## src/rtl/i2c_cmd_reg_bank_if.sv

```systemverilog
// Bus between the I2C slave / fabric (master side) and the MClk register bank (slave side).
interface i2c_cmd_reg_bank_if;
    logic       I2C_Data_Ready;
    logic [7:0] I2C_Reg_Cmnd;
    logic [7:0] I2C_Wr_Data;
    logic       I2C_Op_Read;
    logic [7:0] Status_In;
    logic [7:0] Rd_Reg_Data;
    logic [7:0] Reg_Api;
    logic [7:0] Reg_Len;
    logic [7:0] Reg_Clip;
    logic       Cmd_Valid;
    logic       Cmd_Ready;
    logic [7:0] Cmd_Code;
    logic [7:0] Cmd_Len;
    logic [7:0] Cmd_Clip;
    logic       Cmd_Ovf;
    logic       Wr_Err;
    logic       Clr_Flags;

    modport slave (
        input  I2C_Data_Ready, I2C_Reg_Cmnd, I2C_Wr_Data, I2C_Op_Read, Status_In,
               Cmd_Ready, Clr_Flags,
        output Rd_Reg_Data, Reg_Api, Reg_Len, Reg_Clip, Cmd_Valid, Cmd_Code,
               Cmd_Len, Cmd_Clip, Cmd_Ovf, Wr_Err
    );

    modport master (
        output I2C_Data_Ready, I2C_Reg_Cmnd, I2C_Wr_Data, I2C_Op_Read, Status_In,
               Cmd_Ready, Clr_Flags,
        input  Rd_Reg_Data, Reg_Api, Reg_Len, Reg_Clip, Cmd_Valid, Cmd_Code,
               Cmd_Len, Cmd_Clip, Cmd_Ovf, Wr_Err
    );
endinterface

```

## src/rtl/i2c_cmd_reg_bank.sv

```systemverilog
// MClk-domain register bank and command queue behind the I2C slave: flag synchroniser,
// one-action-per-pulse decode FSM, show-ahead command FIFO and registered read mux.
module i2c_cmd_reg_bank #(
    parameter int unsigned SYNC_STAGES = 2,
    parameter int unsigned FIFO_DEPTH  = 4,
    parameter logic [7:0]  HDL_VERSION = 8'h04
) (
    input  logic                MClk,
    input  logic                Rst_n,
    i2c_cmd_reg_bank_if.slave   bus
);

    localparam int unsigned AW = $clog2(FIFO_DEPTH);
    localparam int unsigned PW = AW + 1;
    localparam int unsigned CW = $clog2(SYNC_STAGES + 1);

    typedef struct packed {
        logic [7:0] code;
        logic [7:0] len;
        logic [7:0] clip;
    } cmd_t;

    typedef enum logic [1:0] {IDLE, DECODE, WAIT_LOW} state_t;

    logic [SYNC_STAGES-1:0] sync_q;
    logic [CW-1:0]          fill_cnt;
    logic                   armed;
    logic                   rdy_s;
    logic                   primed;

    state_t state_q, state_d;
    logic   wr_api, wr_len, wr_clip, wr_cmd, wr_bad;

    logic [7:0] reg_api, reg_len, reg_clip, reg_cmd;
    logic       push_q;
    cmd_t       push_data;

    cmd_t         mem [FIFO_DEPTH];
    logic [PW-1:0] wptr, rptr;
    logic          empty, full, pop, push_ok, ovf_set;
    cmd_t          head;

    logic       ovf_q, err_q;
    logic [7:0] rd_q, rd_d;

    assign rdy_s  = sync_q[SYNC_STAGES-1];
    assign primed = (fill_cnt == CW'(SYNC_STAGES));

    // Flag synchroniser; armed only after rdy_s has been genuinely seen low, so a
    // pulse already high when reset releases is not treated as a new write.
    always_ff @(posedge MClk or negedge Rst_n) begin
        if (!Rst_n) begin
            sync_q   <= '0;
            fill_cnt <= '0;
            armed    <= 1'b0;
        end else begin
            sync_q <= {sync_q[SYNC_STAGES-2:0], bus.I2C_Data_Ready};
            if (!primed) fill_cnt <= fill_cnt + CW'(1);
            if (primed && !rdy_s) armed <= 1'b1;
        end
    end

    always_ff @(posedge MClk or negedge Rst_n) begin
        if (!Rst_n) state_q <= IDLE;
        else        state_q <= state_d;
    end

    // Next state and single-cycle write decode.
    always_comb begin
        state_d = state_q;
        wr_api  = 1'b0;
        wr_len  = 1'b0;
        wr_clip = 1'b0;
        wr_cmd  = 1'b0;
        wr_bad  = 1'b0;
        case (state_q)
            IDLE:     if (rdy_s && armed) state_d = DECODE;
            DECODE: begin
                state_d = WAIT_LOW;
                if (!bus.I2C_Op_Read) begin
                    case (bus.I2C_Reg_Cmnd)
                        8'd0:    wr_api  = 1'b1;
                        8'd2:    wr_cmd  = 1'b1;
                        8'd4:    wr_len  = 1'b1;
                        8'd5:    wr_clip = 1'b1;
                        default: wr_bad  = 1'b1;
                    endcase
                end
            end
            WAIT_LOW: if (!rdy_s) state_d = IDLE;
            default:  state_d = IDLE;
        endcase
    end

    // Control registers; command pushes are staged one cycle before reaching the FIFO.
    always_ff @(posedge MClk or negedge Rst_n) begin
        if (!Rst_n) begin
            reg_api   <= '0;
            reg_len   <= '0;
            reg_clip  <= '0;
            reg_cmd   <= '0;
            push_q    <= 1'b0;
            push_data <= '0;
        end else begin
            push_q <= wr_cmd;
            if (wr_api)  reg_api  <= bus.I2C_Wr_Data;
            if (wr_len)  reg_len  <= bus.I2C_Wr_Data;
            if (wr_clip) reg_clip <= bus.I2C_Wr_Data;
            if (wr_cmd) begin
                reg_cmd   <= bus.I2C_Wr_Data;
                push_data <= '{code: bus.I2C_Wr_Data, len: reg_len, clip: reg_clip};
            end
        end
    end

    assign empty   = (wptr == rptr);
    assign full    = (wptr[AW] != rptr[AW]) && (wptr[AW-1:0] == rptr[AW-1:0]);
    assign pop     = !empty && bus.Cmd_Ready;
    assign push_ok = push_q && (!full || pop);
    assign ovf_set = push_q && full && !pop;
    assign head    = mem[rptr[AW-1:0]];

    always_ff @(posedge MClk or negedge Rst_n) begin
        if (!Rst_n) begin
            wptr <= '0;
            rptr <= '0;
            for (int unsigned i = 0; i < FIFO_DEPTH; i++) mem[i] <= '0;
        end else begin
            if (push_ok) begin
                mem[wptr[AW-1:0]] <= push_data;
                wptr <= wptr + PW'(1);
            end
            if (pop) rptr <= rptr + PW'(1);
        end
    end

    // Sticky flags: a set in the same cycle as a clear takes priority.
    always_ff @(posedge MClk or negedge Rst_n) begin
        if (!Rst_n) begin
            ovf_q <= 1'b0;
            err_q <= 1'b0;
        end else begin
            ovf_q <= ovf_set || (ovf_q && !bus.Clr_Flags);
            err_q <= wr_bad  || (err_q && !bus.Clr_Flags);
        end
    end

    always_comb begin
        rd_d = 8'h00;
        case (bus.I2C_Reg_Cmnd)
            8'd0:    rd_d = reg_api;
            8'd1:    rd_d = HDL_VERSION;
            8'd2:    rd_d = reg_cmd;
            8'd3:    rd_d = bus.Status_In;
            8'd4:    rd_d = reg_len;
            8'd5:    rd_d = reg_clip;
            default: rd_d = 8'h00;
        endcase
    end

    always_ff @(posedge MClk or negedge Rst_n) begin
        if (!Rst_n) rd_q <= '0;
        else        rd_q <= rd_d;
    end

    assign bus.Rd_Reg_Data = rd_q;
    assign bus.Reg_Api     = reg_api;
    assign bus.Reg_Len     = reg_len;
    assign bus.Reg_Clip    = reg_clip;
    assign bus.Cmd_Valid   = !empty;
    assign bus.Cmd_Code    = head.code;
    assign bus.Cmd_Len     = head.len;
    assign bus.Cmd_Clip    = head.clip;
    assign bus.Cmd_Ovf     = ovf_q;
    assign bus.Wr_Err      = err_q;

endmodule

```

## src/flat_wrapper.sv

```systemverilog
// flat-port wrapper written by rule: the top's interface ports become plain ports
module i2c_cmd_reg_bank_flat 
#(
    parameter int unsigned SYNC_STAGES = 2,
    parameter int unsigned FIFO_DEPTH  = 4,
    parameter logic [7:0]  HDL_VERSION = 8'h04
)
  (MClk, Rst_n, bus_I2C_Data_Ready, bus_I2C_Reg_Cmnd, bus_I2C_Wr_Data, bus_I2C_Op_Read, bus_Status_In, bus_Cmd_Ready, bus_Clr_Flags, bus_Rd_Reg_Data, bus_Reg_Api, bus_Reg_Len, bus_Reg_Clip, bus_Cmd_Valid, bus_Cmd_Code, bus_Cmd_Len, bus_Cmd_Clip, bus_Cmd_Ovf, bus_Wr_Err);
  i2c_cmd_reg_bank_if bus_i ();
  input  logic MClk;
  input  logic Rst_n;
  input wire logic [$bits(bus_i.I2C_Data_Ready)-1:0] bus_I2C_Data_Ready;
  input wire logic [$bits(bus_i.I2C_Reg_Cmnd)-1:0] bus_I2C_Reg_Cmnd;
  input wire logic [$bits(bus_i.I2C_Wr_Data)-1:0] bus_I2C_Wr_Data;
  input wire logic [$bits(bus_i.I2C_Op_Read)-1:0] bus_I2C_Op_Read;
  input wire logic [$bits(bus_i.Status_In)-1:0] bus_Status_In;
  input wire logic [$bits(bus_i.Cmd_Ready)-1:0] bus_Cmd_Ready;
  input wire logic [$bits(bus_i.Clr_Flags)-1:0] bus_Clr_Flags;
  output wire logic [$bits(bus_i.Rd_Reg_Data)-1:0] bus_Rd_Reg_Data;
  output wire logic [$bits(bus_i.Reg_Api)-1:0] bus_Reg_Api;
  output wire logic [$bits(bus_i.Reg_Len)-1:0] bus_Reg_Len;
  output wire logic [$bits(bus_i.Reg_Clip)-1:0] bus_Reg_Clip;
  output wire logic [$bits(bus_i.Cmd_Valid)-1:0] bus_Cmd_Valid;
  output wire logic [$bits(bus_i.Cmd_Code)-1:0] bus_Cmd_Code;
  output wire logic [$bits(bus_i.Cmd_Len)-1:0] bus_Cmd_Len;
  output wire logic [$bits(bus_i.Cmd_Clip)-1:0] bus_Cmd_Clip;
  output wire logic [$bits(bus_i.Cmd_Ovf)-1:0] bus_Cmd_Ovf;
  output wire logic [$bits(bus_i.Wr_Err)-1:0] bus_Wr_Err;
  assign bus_i.I2C_Data_Ready = bus_I2C_Data_Ready;
  assign bus_i.I2C_Reg_Cmnd = bus_I2C_Reg_Cmnd;
  assign bus_i.I2C_Wr_Data = bus_I2C_Wr_Data;
  assign bus_i.I2C_Op_Read = bus_I2C_Op_Read;
  assign bus_i.Status_In = bus_Status_In;
  assign bus_i.Cmd_Ready = bus_Cmd_Ready;
  assign bus_i.Clr_Flags = bus_Clr_Flags;
  assign bus_Rd_Reg_Data = bus_i.Rd_Reg_Data;
  assign bus_Reg_Api = bus_i.Reg_Api;
  assign bus_Reg_Len = bus_i.Reg_Len;
  assign bus_Reg_Clip = bus_i.Reg_Clip;
  assign bus_Cmd_Valid = bus_i.Cmd_Valid;
  assign bus_Cmd_Code = bus_i.Cmd_Code;
  assign bus_Cmd_Len = bus_i.Cmd_Len;
  assign bus_Cmd_Clip = bus_i.Cmd_Clip;
  assign bus_Cmd_Ovf = bus_i.Cmd_Ovf;
  assign bus_Wr_Err = bus_i.Wr_Err;
  i2c_cmd_reg_bank #(.SYNC_STAGES(SYNC_STAGES), .FIFO_DEPTH(FIFO_DEPTH), .HDL_VERSION(HDL_VERSION)) u_core (.MClk(MClk), .Rst_n(Rst_n), .bus(bus_i));
endmodule
```

## config.mk

```make
export PLATFORM = sky130hd
export DESIGN_NAME = i2c_cmd_reg_bank_flat
export DESIGN_NICKNAME = d
export VERILOG_FILES = /design/src/rtl/i2c_cmd_reg_bank_if.sv /design/src/rtl/i2c_cmd_reg_bank.sv /design/src/flat_wrapper.sv
export SDC_FILE = /design/constraint.sdc
export NUM_CORES = 1
export LEC_CHECK = 0
export BUFFER_PORTS_ARGS = -buffer_cell sky130_fd_sc_hd__clkbuf_2
export CAP_MARGIN = 30
export CORE_UTILIZATION = 35
export CTS_CLUSTER_DIAMETER = 60
export DETAILED_ROUTE_END_ITERATION = 8
export GPL_TIMING_DRIVEN = 0
export PLACE_DENSITY_LB_ADDON = 0.15
export SYNTH_ARGS = -nofsm -noshare
export SYNTH_HDL_FRONTEND = slang
export SYNTH_SLANG_ARGS = --single-unit
```

## constraint.sdc

```tcl
create_clock -name MClk -period 2.8 [get_ports MClk]
set_clock_uncertainty 0.15 [all_clocks]
set_input_delay 0.28 -clock MClk [delete_from_list [all_inputs] [get_ports MClk]]
set_output_delay 0.28 -clock MClk [all_outputs]
set_load 0.01 [all_outputs]
```

Word level (Yosys, flattened, before mapping) --
Index checks and enable logic that the tools add are counted.
Word-level totals: register bits 168, bits of input ports 30, output and inout port bits 59, word-level logic and storage cells 96
Operators by class: add/sub/neg operators 3, magnitude comparators 3, eq/ne operators 13, multiplexer cells 25, bitwise operators 2, reductions and logical operators 22
Operators with widths (count):
- 96-bit bitwise mux | 1
- 24-bit 2-to-1 mux | 3
- 24-bit binary-select mux with 2-bit select | 1
- 24-bit demux with 2-bit select | 1
- 8-bit one-hot mux with 6 select lines | 1
- 8-bit by 2-bit == test with 1-bit output, second input constant | 2
- 8-bit by 3-bit == test with 1-bit output, second input constant | 2
- 1-bit 2-to-1 mux | 15
- 1-bit logical AND | 10
- 8-bit by 1-bit == test with 1-bit output, second input constant | 1
- 8-bit logical NOT | 1
- 3-bit by 1-bit adder with 3-bit output, second input constant | 2
- 3-bit greater-or-equal comparator, second input constant | 2
- 2-bit inverter with 3-bit output | 2
- 2-bit one-hot mux with 3 select lines | 1
- 1-bit logical NOT | 5
- 2-bit == test, second input constant | 2
- 2-bit 2-to-1 mux | 2
- 4-bit OR reduction | 1
- 3-bit == test | 1
- 1-bit logical OR | 3
- 3-bit by 1-bit < comparator with 1-bit output, second input constant | 1
- 2-bit by 1-bit adder with 2-bit output, second input constant | 1
- 2-bit by 1-bit == test with 1-bit output, second input constant | 1
- 6 further kinds | 6

Depth between registers and ports, before layout --
depth after elaboration 6, mapped depth 6, mapped depth without buffers 5

Least setup slack after synthesis --
No wires, ideal clock.
path kind register to register, start point reg u_core.rptr[1], end point reg u_core.mem[15] (netlist bit), library setup time 0.125 ns, arrival time 1.813 ns, data required time 2.525 ns, slack 0.711 ns, cell stages (with the launch flop) 6, path buffers 2, cells stage by stage dfrtp_1 buf_6 xor2_4 o41ai_4 buf_6 mux2_4
On the way: longest elaborated chain between the ends 5
Ends and longest elaborated chain:
- start, declared | line i2c_cmd_reg_bank.sv:39 | logic [PW-1:0] wptr, rptr;
- start signal, assigned | line i2c_cmd_reg_bank.sv:133 | if (pop) rptr <= rptr + PW'(1);
- 3-bit == test or 2-bit == test (tied branches) | line i2c_cmd_reg_bank.sv:116, i2c_cmd_reg_bank.sv:117
- 1-bit logical NOT or 1-bit logical AND (tied branches) | line i2c_cmd_reg_bank.sv:118, i2c_cmd_reg_bank.sv:117
- 1-bit logical AND or 1-bit logical NOT (tied branches) | line i2c_cmd_reg_bank.sv:118, i2c_cmd_reg_bank.sv:119
- 1-bit logical OR (*) | line i2c_cmd_reg_bank.sv:119 | assign push_ok = push_q && (!full || pop);
- 1-bit logical AND (*) | line i2c_cmd_reg_bank.sv:119
- end signal, assigned by index | line i2c_cmd_reg_bank.sv:130 | mem[wptr[AW-1:0]] <= push_data;
- end, declared | line i2c_cmd_reg_bank.sv:38 | cmd_t mem [FIFO_DEPTH];
Every way passes the cells marked *; elsewhere a longest branch is shown, timed or not. A chain may end at the register's enable or synchronous reset.

Worst setup path in the final report --
start point reg u_core.rptr[1], end point out bus_Cmd_Code[5]
On the way: longest elaborated chain between the ends 4
Ends and longest elaborated chain:
- 2-bit inverter with 3-bit output (not written as such) | line i2c_cmd_reg_bank.sv:121 | assign head = mem[rptr[AW-1:0]];
- 24-bit binary-select mux with 2-bit select | line i2c_cmd_reg_bank.sv:121
- 24-bit 2-to-1 mux (not written as such) (2 in series) | line i2c_cmd_reg_bank.sv:121
- end, declared | line flat_wrapper.sv:24 | output wire logic [$bits(bus_i.Cmd_Code)-1:0] bus_Cmd_Code;
Every way passes these cells. The select of a mux whose other input is x is not followed.

==> impl_metrics.json <==
{
  "row_count": 53,
  "syn_to_final_growth_pct": 19.62,
  "cts_root_buf": "clkbuf_16",
  "endpoint": "bus_Cmd_Code[5]",
  "worstPathArrival_ps": 2320,
  "pwr-share-clk_pct": 41.7,
  "final_nets": 612,
  "path_clk_slew_ps": 60,
  "netlist.area_leader.share_pct": 56.01,
  "period_needed_ps": 2752,
  "r2r-end": "u_core.mem[0]",
  "synth_top_area_cell": "dfrtp_1",
  "reg2reg_depth": 5,
  "maxCapViolCount": 0,
  "yosysUniqueCellTypes": 45,
  "p_switching_mw": 1.566,
  "power_per_cell_area_nw_per_um2": 650.0,
  "synth_area_per_cell_um2": 16.11,
  "synth_seq_cells": 168,
  "place_hpwl_um": 12940,
  "post-route-period-util_pct": 98.28,
  "cp_max_fo": 10,
  "synth-edff-count": 0,
  "via_per_inst": 5.080,
  "r2r_start": "u_core.rptr[0]",
  "fin_setup_tns_ps": 0,
  "syn_area_um2": 7506,
  "drt_first_pass_iters": 4,
  "worst_pin_slew_ps": 943.3,
  "netlist_top_cells_area": "dfrtp_1 (56%), mux2_2 (21%), mux4_2 (7.2%), mux2_4 (1.8%), o41ai_4 (1.5%)",
  "drt_wl_total_um": 18580,
  "htreeDepth": 4,
  "antenna_cells": 0,
  "path_class": "flip-flop to primary output",
  "die_area_um2": 22040,
  "wl_per_cell_um": 21.50,
  "grt_start_max_net_pins": 88,
  "met1_usage_pct": 23.87,
  "rsz0062_at_grt": "no",
  "p_int_mw": 4.271,
  "status": "finished, final reports clean",
  "crit_path_start_kind": "flip-flop",
  "core_area_um2": 21020,
  "die_h_um": 148.4,
  "leakage_nw": 4.456,
  "port_buffers": 86,
  "drcViolationCount": 0,
  "max-clock-path-buffers": 2,
  "crit_path_end_kind": "primary output",
  "clk_latency_ps": 420,
  "synthCells": 466,
  "synth_warnings": 0,
  "worstHoldPathType": "primary input to flip-flop",
  "ff2ff_setup_slack_ps": 240,
  "drive_above_1_share_pct": 54.16,
  "async_flop_share_pct": 100.0,
  "busiest_layer": "met2",
  "cts_sinks": 168,
  "use_met2_pct": 29.98,
  "required_ps": 2370,
  "die_w_um": 148.4,
  "fmax_mhz": 363.4,
  "grt_pass1_vias": 4776,
  "combPwrFrac_pct": 14.9,
  "hold_viol": 0,
  "grt_pass1_wl_um": 28810,
  "cts_tree": "built",
  "slew-limit-headroom_pct": 37.11,
  "postRouteAntennaNets": 0,
  "synthesis.nets": 502,
  "grt.total_usage_pct": 17.93,
  "num_vias": 4389,
  "seqPwrFrac_pct": 43.4,
  "slew_violations": 0,
  "finalSetupViolations": 0,
  "vdd_ir_drop_max_v": 0.0003807,
  "critPathLaunch": "u_core.rptr[1]",
  "synth_ff_type": "dfrtp_1",
  "start_util_pct": 35.71,
  "grt-ovfl-total": 0,
  "antenna_found_initial": 0,
  "switching_share_pct": 26.83,
  "cts_buffers": 17,
  "finalPower_mw": 5.836,
  "drt_iter0_drc": 178,
  "io_pins": 89,
  "routabilityCongestion": 0.7562,
  "yosysSeqAreaShare_pct": 56.01,
  "use_met3_pct": 3.650
}
## Yosys cell counts, drive strengths merged, types with 3 or more instances
master and count:
a211oi 6, a221o 7, and2 5, buf 16, clkbuf 9, dfrtp 168
ha 6, inv 6, mux2 155, mux4 24, nand2 3, nand3 7
nand4 4, nor2 5, o41ai 5, or3b 6, xnor2 6, xor2 3
## state kept, by name (all words and copies together) (netlist names), 2 cells and up
name and count:
u_core.state_q 2, u_core.bus.Reg_Clip 8, u_core.fill_cnt 2, u_core.rptr 3, u_core.reg_cmd 8, u_core.sync_q 2, u_core.wptr 3, u_core.bus.Reg_Api 8
u_core.mem 96, u_core.bus.Rd_Reg_Data 8, u_core.bus.Reg_Len 8, u_core.push_data 16
## worst min path at each step
stage	startpoint	endpoint	slack, ps	depth (start not counted)
after global placement	u_core.sync_q[0]	u_core.sync_q[1]	230	0
final	bus_I2C_Wr_Data[1]	u_core.reg_cmd[1]	20	2
after CTS	bus_I2C_Wr_Data[6]	u_core.bus.Reg_Api[6]	2	2
after detailed placement	u_core.sync_q[0]	u_core.sync_q[1]	220	0
after floorplan	Rst_n	u_core.armed	-170	0
after global routing	bus_I2C_Wr_Data[6]	u_core.bus.Reg_Api[6]	10	2
## layout by cell type (no fill, tap or decap), types with 7 or more instances in the layout
cell type,synthesis,routed
nand3_1,7,7
mux2_2,138,138
dfrtp_1,168,168
clkbuf_2,0,85
clkbuf_16,0,17
a221o_1,7,7
mux4_2,24,24
buf_6,9,10
mux2_1,8,8
mux2_4,9,9
clkbuf_1,9,10
## cells by family (layout without fill, tap and decap cells)
kind of cell	Yosys count	after routing	share of synthesized area (%)
AO/OA/AOI/OAI	29	29	4.234
XOR/XNOR	9	9	1.650
adder cells (fa/ha/maj)	6	6	1.000
buffers and inverters	31	154	2.550
flip-flops	168	168	56.01
multiplexers	179	179	30.91
AND/OR/NAND/NOR	44	44	3.650
## metal layers
metal / up-vias / part of all wire (%)
met2: 87 / 51
met5: - / 0
li1: 1970 / -
met3: 13 / 3.9
met4: 0 / 0.89
met1: 2319 / 44
## worst max-delay path: stages, from the launching register on
cell,delay (ps)
dfrtp_1,380
buf_6,180
clkbuf_1,720
mux4_2,460
clkbuf_2,150
## area by class of cell
cell class / instances / area (µm²)
fill: 1959 / 12040
sequential: 168 / 4204
multi-input combinational: 267 / 3110
timing repair buffer: 91 / 508.0
clock buffer: 21 / 470.5
tap: 275 / 344.1
buffer: 25 / 173.9
clock inverter: 11 / 145.1
inverter: 6 / 22.52
## metrics by stage
stage / hold WS [ps] / util (%) / area [µm²] / setup WS (ps) / instances
floorplan: -165.6 / - / 7506 / 711.4 / 466
CTS: 1.845 / 42.69 / 8974 / -82.98 / 864
global placement: 228.9 / 39.39 / 8280 / -1646 / 827
global route: 14.24 / 42.71 / 8979 / 8.756 / 864
finish: 21.71 / 42.71 / 8979 / 48.03 / 864
detailed placement: 217.7 / 39.62 / 8328 / 185.6 / 829
## power groups by stage
stage               Sequential [mW]  Combinational [mW]  Clock (mW)
floorplan                      2.57               0.542           0
global placement               2.58               0.844           0
detailed placement             2.58               0.879           0
CTS                            2.53               0.890        2.49
global route                   2.54               0.933        2.59
finish                         2.53               0.868        2.43
## timing repair
action,CTS,global route
hold buffers,3,0
gates resized for setup,0,4
hold endpoints to repair,90,0
buffers inserted,0,0
endpoints found under the setup margin,19,19
No activity file was read; power rests on OpenSTA's default activity.
